File: config.mk
export PLATFORM = sky130hd
export DESIGN_NAME = civic_fpga_rot_core_flat
export DESIGN_NICKNAME = d
export VERILOG_FILES = /design/src/rtl/civic_pkg.sv /design/src/rtl/civic_fpga_rot_core_if.sv /design/src/rtl/civic_nvram_loader.sv /design/src/rtl/civic_fpga_rot_core.sv /design/src/flat_wrapper.sv
export SDC_FILE = /design/constraint.sdc
export NUM_CORES = 2
export LEC_CHECK = 0
export CAP_MARGIN = 20
export CORE_MARGIN = 2
export CORE_UTILIZATION = 35
export CTS_BUF_LIST = sky130_fd_sc_hd__clkbuf_8
export CTS_CLUSTER_DIAMETER = 80
export DETAILED_ROUTE_END_ITERATION = 16
export GPL_TIMING_DRIVEN = 0
export PLACE_DENSITY_LB_ADDON = 0.25
export SLEW_MARGIN = 20
export SYNTH_ARGS = -nofsm -noshare
export SYNTH_HDL_FRONTEND = slang
export SYNTH_SLANG_ARGS = --single-unit
File: constraint.sdc
create_clock -name clk -period 45.3 [get_ports clk]
set_clock_uncertainty 0.2 [all_clocks]
set_input_delay 9.06 -clock clk [delete_from_list [all_inputs] [get_ports clk]]
set_output_delay 9.06 -clock clk [all_outputs]
set_load 0.005 [all_outputs]
File: src/rtl/civic_pkg.sv
// Shared definitions for the FPGA root-of-trust core: message opcodes, NVRAM map and FSM encodings.
package civic_pkg;

    localparam int KEY_WORDS  = 8;
    localparam int CERT_WORDS = 8;

    // Word index covers the larger buffer; a count needs one more bit to hold that size.
    localparam int IDX_W = $clog2((KEY_WORDS > CERT_WORDS) ? KEY_WORDS : CERT_WORDS);
    localparam int CNT_W = IDX_W + 1;

    localparam logic [31:0] EK_PRIV_BASE = 32'h0000_1000;
    localparam logic [31:0] EK_PUB_BASE  = 32'h0000_2000;
    localparam logic [31:0] CERT_BASE    = 32'h0000_3000;
    localparam logic [31:0] REF_ADDR     = 32'h0000_0000;
    localparam logic [31:0] LOG_ADDR     = 32'h0000_4000;

    localparam logic [31:0] MSG_AUTH_REQUEST  = 32'h0000_0001;
    localparam logic [31:0] MSG_CERT_RESPONSE = 32'h0000_0002;
    localparam logic [31:0] MSG_CONFIG_WRITE  = 32'h0000_0003;
    localparam logic [31:0] MSG_ERROR         = 32'hFFFF_FFFF;

    typedef enum logic [3:0] {
        ST_WAIT_KEY,
        ST_RD_REF,
        ST_RD_PRIV,
        ST_RD_PUB,
        ST_RD_CERT,
        ST_CHECK,
        ST_LOG,
        ST_READY,
        ST_FAIL
    } boot_state_t;

    typedef enum logic [1:0] {
        LD_IDLE,
        LD_REQ,
        LD_WAIT
    } ld_state_t;

    typedef enum logic [2:0] {
        P_IDLE,
        P_TX,
        P_ERR,
        P_ADDR,
        P_DATA
    } proto_state_t;

    typedef struct packed {
        boot_state_t  boot;
        ld_state_t    ld;
        proto_state_t proto;
    } dbg_t;

    // Key word i of the 256-bit device key; word 0 is key[31:0].
    function automatic logic [31:0] key_word(input logic [255:0] key, input logic [2:0] i);
        return key[i*32 +: 32];
    endfunction

endpackage

File: src/rtl/civic_fpga_rot_core_if.sv
// Tenant word stream and NVRAM port of the root-of-trust core.
// Handshake: a *_valid / *_en is a single-cycle qualifier for its data in that same cycle;
// there is no ready/backpressure anywhere, and a read returns exactly one nvram_rd_valid pulse.
interface civic_fpga_rot_core_if;
    logic [31:0] rx_data;
    logic        rx_valid;
    logic [31:0] tx_data;
    logic        tx_valid;
    logic [31:0] nvram_rd_addr;
    logic        nvram_rd_en;
    logic [31:0] nvram_rd_data;
    logic        nvram_rd_valid;
    logic [31:0] nvram_wr_addr;
    logic        nvram_wr_en;
    logic [31:0] nvram_wr_data;

    modport master (
        input  rx_data, rx_valid, nvram_rd_data, nvram_rd_valid,
        output tx_data, tx_valid, nvram_rd_addr, nvram_rd_en,
               nvram_wr_addr, nvram_wr_en, nvram_wr_data
    );

    modport slave (
        output rx_data, rx_valid, nvram_rd_data, nvram_rd_valid,
        input  tx_data, tx_valid, nvram_rd_addr, nvram_rd_en,
               nvram_wr_addr, nvram_wr_en, nvram_wr_data
    );
endinterface

File: src/rtl/civic_nvram_loader.sv
// Sequential NVRAM reader: fetches count words from base, one outstanding read at a time.
module civic_nvram_loader
    import civic_pkg::*;
(
    input  logic             clk,
    input  logic             reset,
    input  logic             start,
    input  logic [31:0]      base,
    input  logic [CNT_W-1:0] count,
    output logic             rd_en,
    output logic [31:0]      rd_addr,
    input  logic [31:0]      rd_data,
    input  logic             rd_valid,
    output logic             word_valid,
    output logic [31:0]      word_data,
    output logic [IDX_W-1:0] word_idx,
    output logic             done,
    output ld_state_t        state
);
    localparam logic [CNT_W-1:0] CNT_ONE = CNT_W'(1);

    ld_state_t        state_q, state_d;
    logic [31:0]      base_q, base_d;
    logic [CNT_W-1:0] count_q, count_d;
    logic [IDX_W-1:0] idx_q, idx_d;
    logic             last_word;
    logic             accept;

    assign last_word = (state_q == LD_WAIT) && rd_valid && ({1'b0, idx_q} == (count_q - CNT_ONE));
    // A new job may start in the same cycle the previous one delivers its last word.
    assign accept    = start && ((state_q == LD_IDLE) || last_word);

    always_ff @(posedge clk or posedge reset) begin
        if (reset) begin
            state_q <= LD_IDLE;
            base_q  <= '0;
            count_q <= '0;
            idx_q   <= '0;
        end else begin
            state_q <= state_d;
            base_q  <= base_d;
            count_q <= count_d;
            idx_q   <= idx_d;
        end
    end

    always_comb begin
        state_d = state_q;
        base_d  = base_q;
        count_d = count_q;
        idx_d   = idx_q;
        if (accept) begin
            base_d  = base;
            count_d = count;
            idx_d   = '0;
            state_d = LD_REQ;
        end else begin
            case (state_q)
                LD_REQ:  state_d = LD_WAIT;
                LD_WAIT: begin
                    if (last_word) begin
                        state_d = LD_IDLE;
                    end else if (rd_valid) begin
                        idx_d   = idx_q + IDX_W'(1);
                        state_d = LD_REQ;
                    end
                end
                default: state_d = LD_IDLE;
            endcase
        end
    end

    always_comb begin
        rd_en      = (state_q == LD_REQ);
        rd_addr    = rd_en ? (base_q + 32'({idx_q, 2'b00})) : '0;
        word_valid = (state_q == LD_WAIT) && rd_valid;
        word_data  = word_valid ? rd_data : '0;
        word_idx   = idx_q;
        done       = last_word;
        state      = state_q;
    end

endmodule

File: src/rtl/civic_fpga_rot_core.sv
// FPGA root-of-trust core: latches the eFUSE key, loads and measures EK material from NVRAM,
// then serves the tenant AUTH/CONFIG protocol once the measurement matches the reference.
module civic_fpga_rot_core
    import civic_pkg::*;
(
    input  logic                  clk,
    input  logic                  reset,
    civic_fpga_rot_core_if.master bus,
    input  logic                  efuse_key_ready,
    input  logic [255:0]          efuse_key,
    output logic [31:0]           config_addr,
    output logic                  config_wr_en,
    output logic [31:0]           config_data,
    output logic                  boot_complete,
    output logic                  boot_authentic,
    output logic                  root_of_trust_established,
    output dbg_t                  dbg_state
);
    boot_state_t                 state_q, state_d;
    proto_state_t                proto_q, proto_d;
    logic [255:0]                key_q, key_d;
    logic [31:0]                 ref_q, ref_d;
    logic [31:0]                 meas_q, meas_d, meas_calc;
    logic [KEY_WORDS-1:0][31:0]  priv_q, priv_d;
    logic [KEY_WORDS-1:0][31:0]  pub_q, pub_d;
    logic [CERT_WORDS-1:0][31:0] cert_q, cert_d;
    logic                        complete_q, complete_d;
    logic                        authentic_q, authentic_d;
    logic                        rot_q, rot_d;
    logic [CNT_W-1:0]            tx_cnt_q, tx_cnt_d;
    logic                        session_q, session_d;
    logic [31:0]                 cfg_addr_q, cfg_addr_d;
    logic [31:0]                 cfg_data_q, cfg_data_d;
    logic                        cfg_wr_q, cfg_wr_d;

    logic                        ld_start;
    logic [31:0]                 ld_base;
    logic [CNT_W-1:0]            ld_count;
    logic                        ld_word_valid;
    logic [31:0]                 ld_word;
    logic [IDX_W-1:0]            ld_idx;
    logic                        ld_done;
    ld_state_t                   ld_state;
    logic                        meas_match;
    logic [IDX_W-1:0]            tx_idx;

    civic_nvram_loader u_loader (
        .clk        (clk),
        .reset      (reset),
        .start      (ld_start),
        .base       (ld_base),
        .count      (ld_count),
        .rd_en      (bus.nvram_rd_en),
        .rd_addr    (bus.nvram_rd_addr),
        .rd_data    (bus.nvram_rd_data),
        .rd_valid   (bus.nvram_rd_valid),
        .word_valid (ld_word_valid),
        .word_data  (ld_word),
        .word_idx   (ld_idx),
        .done       (ld_done),
        .state      (ld_state)
    );

    always_ff @(posedge clk or posedge reset) begin
        if (reset) begin
            state_q     <= ST_WAIT_KEY;
            proto_q     <= P_IDLE;
            key_q       <= '0;
            ref_q       <= '0;
            meas_q      <= '0;
            priv_q      <= '0;
            pub_q       <= '0;
            cert_q      <= '0;
            complete_q  <= 1'b0;
            authentic_q <= 1'b0;
            rot_q       <= 1'b0;
            tx_cnt_q    <= '0;
            session_q   <= 1'b0;
            cfg_addr_q  <= '0;
            cfg_data_q  <= '0;
            cfg_wr_q    <= 1'b0;
        end else begin
            state_q     <= state_d;
            proto_q     <= proto_d;
            key_q       <= key_d;
            ref_q       <= ref_d;
            meas_q      <= meas_d;
            priv_q      <= priv_d;
            pub_q       <= pub_d;
            cert_q      <= cert_d;
            complete_q  <= complete_d;
            authentic_q <= authentic_d;
            rot_q       <= rot_d;
            tx_cnt_q    <= tx_cnt_d;
            session_q   <= session_d;
            cfg_addr_q  <= cfg_addr_d;
            cfg_data_q  <= cfg_data_d;
            cfg_wr_q    <= cfg_wr_d;
        end
    end

    // The stored private key is decrypted, so re-apply the key to recover the raw NVRAM words.
    always_comb begin
        meas_calc = '0;
        for (int i = 0; i < KEY_WORDS; i++) begin
            meas_calc = meas_calc ^ priv_q[i] ^ key_word(key_q, 3'(i)) ^ pub_q[i];
        end
        for (int i = 0; i < CERT_WORDS; i++) begin
            meas_calc = meas_calc ^ cert_q[i];
        end
        for (int i = 0; i < 8; i++) begin
            meas_calc = meas_calc ^ key_q[i*32 +: 32];
        end
    end

    assign meas_match = (meas_calc == ref_q);

    always_comb begin
        state_d  = state_q;
        ld_start = 1'b0;
        ld_base  = '0;
        ld_count = '0;
        case (state_q)
            ST_WAIT_KEY: if (efuse_key_ready) begin
                state_d  = ST_RD_REF;
                ld_start = 1'b1;
                ld_base  = REF_ADDR;
                ld_count = CNT_W'(1);
            end
            ST_RD_REF: if (ld_done) begin
                state_d  = ST_RD_PRIV;
                ld_start = 1'b1;
                ld_base  = EK_PRIV_BASE;
                ld_count = CNT_W'(KEY_WORDS);
            end
            ST_RD_PRIV: if (ld_done) begin
                state_d  = ST_RD_PUB;
                ld_start = 1'b1;
                ld_base  = EK_PUB_BASE;
                ld_count = CNT_W'(KEY_WORDS);
            end
            ST_RD_PUB: if (ld_done) begin
                state_d  = ST_RD_CERT;
                ld_start = 1'b1;
                ld_base  = CERT_BASE;
                ld_count = CNT_W'(CERT_WORDS);
            end
            ST_RD_CERT: if (ld_done) state_d = ST_CHECK;
            ST_CHECK:   state_d = meas_match ? ST_LOG : ST_FAIL;
            ST_LOG:     state_d = ST_READY;
            ST_READY:   state_d = ST_READY;
            default:    state_d = ST_FAIL;
        endcase
    end

    always_comb begin
        key_d       = key_q;
        ref_d       = ref_q;
        priv_d      = priv_q;
        pub_d       = pub_q;
        cert_d      = cert_q;
        if ((state_q == ST_WAIT_KEY) && efuse_key_ready) key_d = efuse_key;
        if (ld_word_valid) begin
            case (state_q)
                ST_RD_REF:  ref_d          = ld_word;
                ST_RD_PRIV: priv_d[ld_idx] = ld_word ^ key_word(key_q, 3'(ld_idx));
                ST_RD_PUB:  pub_d[ld_idx]  = ld_word;
                ST_RD_CERT: cert_d[ld_idx] = ld_word;
                default:    ;
            endcase
        end
        meas_d      = (state_q == ST_CHECK) ? meas_calc : meas_q;
        complete_d  = complete_q | (state_q == ST_CHECK);
        authentic_d = authentic_q | ((state_q == ST_CHECK) && meas_match);
        rot_d       = rot_q | (state_q == ST_READY);
    end

    always_comb begin
        proto_d    = proto_q;
        tx_cnt_d   = tx_cnt_q;
        session_d  = session_q;
        cfg_addr_d = cfg_addr_q;
        cfg_data_d = cfg_data_q;
        cfg_wr_d   = 1'b0;
        case (proto_q)
            P_IDLE: if ((state_q == ST_READY) && bus.rx_valid) begin
                if (bus.rx_data == MSG_AUTH_REQUEST) begin
                    proto_d  = P_TX;
                    tx_cnt_d = '0;
                end else if ((bus.rx_data == MSG_CONFIG_WRITE) && session_q) begin
                    proto_d = P_ADDR;
                end else begin
                    proto_d = P_ERR;
                end
            end
            P_TX: begin
                if (tx_cnt_q == CNT_W'(CERT_WORDS)) begin
                    proto_d   = P_IDLE;
                    session_d = 1'b1;
                end else begin
                    tx_cnt_d = tx_cnt_q + CNT_W'(1);
                end
            end
            P_ERR: proto_d = P_IDLE;
            P_ADDR: if (bus.rx_valid) begin
                cfg_addr_d = bus.rx_data;
                proto_d    = P_DATA;
            end
            P_DATA: if (bus.rx_valid) begin
                cfg_data_d = bus.rx_data;
                cfg_wr_d   = 1'b1;
                proto_d    = P_IDLE;
            end
            default: proto_d = P_IDLE;
        endcase
    end

    assign tx_idx = IDX_W'(tx_cnt_q - CNT_W'(1));

    always_comb begin
        bus.tx_valid  = (proto_q == P_TX) || (proto_q == P_ERR);
        bus.tx_data   = '0;
        if (proto_q == P_TX) begin
            bus.tx_data = (tx_cnt_q == '0) ? MSG_CERT_RESPONSE : cert_q[tx_idx];
        end else if (proto_q == P_ERR) begin
            bus.tx_data = MSG_ERROR;
        end
        bus.nvram_wr_en   = (state_q == ST_LOG);
        bus.nvram_wr_addr = (state_q == ST_LOG) ? LOG_ADDR : '0;
        bus.nvram_wr_data = (state_q == ST_LOG) ? meas_q : '0;
        config_addr       = cfg_addr_q;
        config_data       = cfg_data_q;
        config_wr_en      = cfg_wr_q;
        boot_complete             = complete_q;
        boot_authentic            = authentic_q;
        root_of_trust_established = rot_q;
        dbg_state.boot  = state_q;
        dbg_state.ld    = ld_state;
        dbg_state.proto = proto_q;
    end

endmodule

File: src/flat_wrapper.sv
// flat-port wrapper written by rule: the top's interface ports become plain ports
module civic_fpga_rot_core_flat import civic_pkg::*;
  (clk, reset, efuse_key_ready, efuse_key, config_addr, config_wr_en, config_data, boot_complete, boot_authentic, root_of_trust_established, dbg_state, bus_rx_data, bus_rx_valid, bus_nvram_rd_data, bus_nvram_rd_valid, bus_tx_data, bus_tx_valid, bus_nvram_rd_addr, bus_nvram_rd_en, bus_nvram_wr_addr, bus_nvram_wr_en, bus_nvram_wr_data);
  civic_fpga_rot_core_if bus_i ();
  input  logic clk;
  input  logic reset;
  input  logic efuse_key_ready;
  input  logic [255:0] efuse_key;
  output logic [31:0] config_addr;
  output logic config_wr_en;
  output logic [31:0] config_data;
  output logic boot_complete;
  output logic boot_authentic;
  output logic root_of_trust_established;
  output dbg_t dbg_state;
  input wire logic [$bits(bus_i.rx_data)-1:0] bus_rx_data;
  input wire logic [$bits(bus_i.rx_valid)-1:0] bus_rx_valid;
  input wire logic [$bits(bus_i.nvram_rd_data)-1:0] bus_nvram_rd_data;
  input wire logic [$bits(bus_i.nvram_rd_valid)-1:0] bus_nvram_rd_valid;
  output wire logic [$bits(bus_i.tx_data)-1:0] bus_tx_data;
  output wire logic [$bits(bus_i.tx_valid)-1:0] bus_tx_valid;
  output wire logic [$bits(bus_i.nvram_rd_addr)-1:0] bus_nvram_rd_addr;
  output wire logic [$bits(bus_i.nvram_rd_en)-1:0] bus_nvram_rd_en;
  output wire logic [$bits(bus_i.nvram_wr_addr)-1:0] bus_nvram_wr_addr;
  output wire logic [$bits(bus_i.nvram_wr_en)-1:0] bus_nvram_wr_en;
  output wire logic [$bits(bus_i.nvram_wr_data)-1:0] bus_nvram_wr_data;
  assign bus_i.rx_data = bus_rx_data;
  assign bus_i.rx_valid = bus_rx_valid;
  assign bus_i.nvram_rd_data = bus_nvram_rd_data;
  assign bus_i.nvram_rd_valid = bus_nvram_rd_valid;
  assign bus_tx_data = bus_i.tx_data;
  assign bus_tx_valid = bus_i.tx_valid;
  assign bus_nvram_rd_addr = bus_i.nvram_rd_addr;
  assign bus_nvram_rd_en = bus_i.nvram_rd_en;
  assign bus_nvram_wr_addr = bus_i.nvram_wr_addr;
  assign bus_nvram_wr_en = bus_i.nvram_wr_en;
  assign bus_nvram_wr_data = bus_i.nvram_wr_data;
  civic_fpga_rot_core u_core (.clk(clk), .reset(reset), .bus(bus_i), .efuse_key_ready(efuse_key_ready), .efuse_key(efuse_key), .config_addr(config_addr), .config_wr_en(config_wr_en), .config_data(config_data), .boot_complete(boot_complete), .boot_authentic(boot_authentic), .root_of_trust_established(root_of_trust_established), .dbg_state(dbg_state));
endmodule
Word level (Yosys, flattened, before mapping)
Index checks and enable logic that the tools add are counted.
- input port bits: 325
- bits in latches: 0
- output and inout bits: 208
- bits in writable memories: 0
- memories kept: 0
- flip-flop bits (word level): 1209
- memory bits (read-only): 0
- divide/modulo/power cells: 0
- add/subtract/negate cells: 5
- magnitude comparators: 3
- equal/unequal tests: 31
- $mul: 0
- reductions and logical operators: 30
- bitwise gates (word level): 43
- multiplexer cells: 52
- shift-type cells: 1
- operator list (kind ; count):
    XOR 32 bit ; 40
    bitwise mux 256 bit ; 3
    2-to-1 mux 32 bit ; 8
    indexed part select 256 x 9 -> 32 bit ; 1
    binary-select mux 32 bit (select 3 bit) ; 1
    demux 32 bit (select 3 bit) ; 1
    one-hot mux 32 bit (3 select lines) ; 1
    2-to-1 mux 4 bit ; 10
    adder 32 x 5 -> 32 bit ; 1
    equality test 32 x 1 -> 1 bit, second input constant ; 1
    equality test 32 x 2 -> 1 bit, second input constant ; 1
    equality test 32 bit ; 1
    2-to-1 mux 14 bit ; 2
    one-hot mux 4 bit (7 select lines) ; 1
    2-to-1 mux 3 bit ; 9
    equality test 4 x 3 -> 1 bit, second input constant ; 4
    inequality test 2 bit, second input constant ; 8
    one-hot mux 4 bit (2 select lines) ; 2
    2-to-1 mux 15 bit ; 1
    AND reduction 2 bit ; 7
    2-to-1 mux 13 bit ; 1
    one-hot mux 3 bit (4 select lines) ; 1
    equality test 4 x 2 -> 1 bit, second input constant ; 2
    logical AND 1 bit ; 8
    31 further kinds ; 50

Longest topological paths before layout
- depth in word-level cells: 42
- depth in mapped cells: 12

Modules after synthesis
Synthesis repeated with hierarchy kept, for this count alone.
- cell total of the unflattened synthesis: 4807
- area total of the unflattened synthesis: 57908.0 um^2
- by module, submodules not included (module ; sequential area each (um^2) ; instances ; area an instance (um^2) ; cells each):
    civic_fpga_rot_core ; 29228.0 ; 1 ; 55022.8 ; 4506
    civic_nvram_loader ; 1026.0 ; 1 ; 2885.3 ; 301

Least setup slack after synthesis
OpenSTA, ideal clock, no wires.
- path type: register to output
- start: register u_core.tx_cnt_q[0]
- end: output port bus_tx_data[10]
- path buffers: 6
- setup slack: 32640 ps
- arrival time: 3400 ps
- cell stages (with the launch flop): 12
- cells stage by stage: dfrtp_1 clkbuf_1 clkbuf_1 clkbuf_1 inv_1 ha_1 clkbuf_1 buf_1 buf_1 mux4_2 mux2i_1 o21ai_0
- word-level cells in the longest chain between the ends: 5
- elaborated cells between the ends (all ways): 6
- classes of those cells: add/sub (1); mux (4); reduce/logical (1)
- ends and longest elaborated chain (what ; RTL line ; text):
    from (decl) ; civic_fpga_rot_core.sv:30 ; logic [CNT_W-1:0] tx_cnt_q, tx_cnt_d;
    from (signal assigned) ; civic_fpga_rot_core.sv:94 ; tx_cnt_q <= tx_cnt_d;
    subtractor 3 x 1 -> 3 bit ; civic_fpga_rot_core.sv:218 ; assign tx_idx = IDX_W'(tx_cnt_q - CNT_W'(1));
    binary-select mux 32 bit (select 3 bit) ; civic_fpga_rot_core.sv:224 ; bus.tx_data = (tx_cnt_q == '0) ? MSG_CERT_RESPONSE : cert_q[tx_idx];
    2-to-1 mux 32 bit (implied by the code) ; civic_fpga_rot_core.sv:224 ;
    2-to-1 mux 32 bit * ; civic_fpga_rot_core.sv:224 ;
    2-to-1 mux 32 bit * ; civic_fpga_rot_core.sv:223 ; if (proto_q == P_TX) begin
    to (decl) ; flat_wrapper.sv:20 ; output wire logic [$bits(bus_i.tx_data)-1:0] bus_tx_data;
Mark *: on every way between the ends. The rest lies on a longest branch, timed or not. The select of a mux whose other input is x is not followed.

Worst setup path in the final report
Same ends and word-level chain as after synthesis.

==> impl_metrics.csv <==
group,metric,value,unit
floorplanning,die_h,403,um
synth,synth_top_area_share,0.529,
cts,holdBufCountCts,0,
cts,root_buffer,"clkbuf_8",
critical_path,max_stage_delay,0.79,ns
critical_path,reg2reg_setup_slack,40.60,ns
grt,grt_pass1_vias,37200,
critical_path,path_buf_inv,9,
critical_path,arrival,6.87,ns
synth,yosys-top-cells-area,"dfrtp_1 53%, mux2_2 20%, xnor2_1 11%, mux4_2 2.5%, mux2_1 2.4%",
route,firstDrtPassIters,5,
timing,setup_violations,0,
grt,overflow,0,
synth,async_flop_share,1.00,
cts,post_cts_buffers,0,
floorplanning,die_w,403,um
final_layout,stdcell_area,0.0680,mm2
synth,synth.distinct_cells,65,
final_layout,layout-drive-gt1-share,0.303,
timing,rsz0062_at_grt,"false",
floorplanning,io_pins,533,
timing,hold_viol_final,0,
critical_path,required,36.04,ns
timing,final_max_slew_viol_count,0,
route,drcViolationCount,0,
cts,cts_tree,"built",
grt,met1_usage,0.305,
route,antenna_left,0,
final_layout,syn_to_final_growth,22.2,%
placement,numPortBuffers,474,
critical_path,crit_path_start_kind,"flop",
timing,final.setup.tns,0,ns
route,via_per_inst,5.11,
critical_path,crit_slowest_cell,"buf_1",
synth,synth_edf_count,0,
power,ir_worst_vdd,0.0287,mV
route,num_vias,36000,
synth,postSynthCellCount,4051,
final_layout,final_nets,5134,
power,p_total,2.14,mW
synth,yosys.area.top_type,"dfrtp_1",
hold_path,min_path_type,"flop to flop",
cts,clock_latency,0.93,ns
placement,gp_congestion,0.863,
synth,synth_most_common_cell,"dfrtp_1",
route,wire_per_inst,26.5,um
critical_path,cp_top_family,"buffers and inverters",
grt,grt_max_degree,102,
route,drt_iter0_drc,2335,
critical_path,path_max_fanout,10,
synth,synth_flop_cell,"dfrtp_1",
cts,clkTransAtPathRegs,0.06,ns
critical_path,crit_chain,"clkbuf_1 > clkbuf_1 > buf_6 > clkbuf_2 > inv_1 > ha_1 > clkbuf_2 > clkbuf_2 > buf_1 > mux4_2 > mux2i_1 > o21ai_0 > clkdlybuf4s50_1",
grt,grtUsageMet2,0.372,
floorplanning,die-area,0.162,mm2
power,power.leakage,32.0,nW
power,p_per_area,31.4,mW/mm2
critical_path,crit_type,"flop to primary output",
grt,grt_usage,0.229,
floorplanning,core,0.158,mm2
synth,syn_avg_cell_area,13.7,um2
cts,cts_made_buffers,200,
floorplanning,start_util,0.352,
synth,yosysWarnings,0,
critical_path,endpoint_kind,"primary output",
synth,synth_area,0.0556,mm2
status,status,"complete, no violations",
final_layout,post-route-util,0.430,
cts,cts_sinks,1177,
cts,cts_buffer_depth,3,
timing,fin_crit_sh,0.356,
timing,slew_headroom,0.173,
timing,period_needed,16.13,ns
synth,ys_ff_latch,1177,
route,wirelength,187000,um
timing,tightest_slew,1.24,ns
cts,post_cts_resized,0,
cts,htreeDepth,4,
timing,fmax,62.0,MHz
floorplanning,fp-row-count,146,
grt,antenna_found_initial,33,
placement,dp_hpwl,134000,um
placement,dpl_cell_area,0.0637,mm2
run,maxCapViolCount,0,
grt,grt_busiest_layer,"met2",
grt,grt_pass1_wl,267000,um
grt,met3_usage,0.0424,
critical_path,crit_top_cell,"clkbuf_2",
synth,synth_common_cells,"1177 x dfrtp_1, 1002 x mux2_2, 685 x xnor2_1",
synth,yosysSeqAreaShare,0.529,
where the power goes:
part	total (mW)	switching [mW]	internal, mW
logic	0.0771	0.0412	0.0359
registers	1.05	0.000772	1.05
clock network	1.01	0.462	0.544
layout make-up:
type                    count  area [um2]
inverters                  25         101
multi-input cells        2628       25100
well taps                2072        2590
diodes                     24        60.1
clock buffers             260        3580
repair buffers            496        5190
flip-flops and latches   1177       29500
clock inverters            98         642
plain buffers             278        1320
fillers                 14900       90200
routing by layer:
metal / part of all wire / vias up / wire (um)
li1: - / 15700 / -
met1: 0.43 / 18900 / 81300
met2: 0.48 / 1085 / 89100
met3: 0.055 / 318 / 10300
met4: 0.033 / 8 / 6220
met5: 0.00032 / - / 60
worst paths after layout:
kind,from,cells after the start,to
worst max-delay path,u_core.tx_cnt_q[0]$_DFFE_PP0P_,13,bus_tx_data[10]
worst min register to register,u_core.root_of_trust_established$_DFF_PP0_,1,u_core.root_of_trust_established$_DFF_PP0_
worst min-delay path,u_core.root_of_trust_established$_DFF_PP0_,1,u_core.root_of_trust_established$_DFF_PP0_
max in group asynchronous,reset,6,u_core.cert_q[14]$_DFFE_PP0P_
min in group asynchronous,reset,2,u_core.key_q[73]$_DFFE_PP0P_
worst max register to register,u_core.tx_cnt_q[0]$_DFFE_PP0P_,11,u_core.tx_cnt_q[1]$_DFFE_PP0P_
cells in the final DEF, fill, tap and decap left out, types with 9 or more instances in the layout:
cell / netlist / routed
buf_2: 0 / 13
buf_16: 0 / 13
nor4_1: 11 / 10
nand3_1: 9 / 9
and2_1: 41 / 41
xnor2_1: 685 / 684
clkbuf_2: 0 / 29
mux2i_1: 32 / 32
xor2_1: 92 / 92
clkbuf_1: 178 / 152
nand2_1: 77 / 77
mux2_1: 118 / 118
diode_2: 0 / 24
mux4_2: 63 / 63
nor3_1: 11 / 11
nor2_1: 61 / 61
dfrtp_1: 1177 / 1177
nand4_1: 38 / 38
mux2_2: 1002 / 1002
buf_1: 41 / 26
clkinv_2: 0 / 19
buf_4: 59 / 63
o21ai_0: 50 / 49
a22oi_1: 129 / 129
clkdlybuf4s50_1: 0 / 474
a21oi_1: 40 / 40
conb_1: 1 / 58
inv_1: 24 / 82
clkbuf_8: 0 / 260
kinds of logic after synthesis:
| kind of cell | share of synthesized area |
|---|---|
| buffers and inverters | 0.0244 |
| AND/OR/NAND/NOR | 0.0267 |
| XOR/XNOR | 0.127 |
| adder cells (fa/ha/maj) | 0.000675 |
| other | 0.0000674 |
| multiplexers | 0.258 |
| flip-flops | 0.529 |
| AO/OA/AOI/OAI | 0.0338 |
through the flow:
stage,hold WS [ns],setup WS (ns),std cells
after floorplan,0.238,2.89,4108
after global placement,0.254,-11.92,6654
after detailed placement,0.262,29.42,6673
after CTS,0.276,28.42,7031
after global routing,0.299,28.91,7057
final,0.266,29.17,7058
worst register-to-register path, cell delays in order, from the launching register on:
cell,delay (ns)
dfrtp_1,0.36
clkbuf_1,0.34
clkbuf_1,0.53
buf_6,0.25
clkbuf_2,0.52
inv_1,0.11
ha_1,0.39
clkbuf_2,0.50
clkbuf_2,0.58
buf_2,0.60
nand2_1,0.09
o21ai_0,0.16
sequential cells by signal (all words and copies together), names as in the netlist, 2 cells and up:
name	flops
u_core.u_loader.count_q	2
u_core.ref_q	32
u_core.u_loader.base_q	2
u_core.state_q	4
u_core.config_data	32
u_core.meas_q	32
u_core.key_q	256
u_core.cert_q	256
u_core.config_addr	32
u_core.priv_q	256
u_core.u_loader.word_idx	3
u_core.tx_cnt_q	4
u_core.u_loader.state	2
u_core.proto_q	3
u_core.pub_q	256
Power figures use the tool's default switching activity.
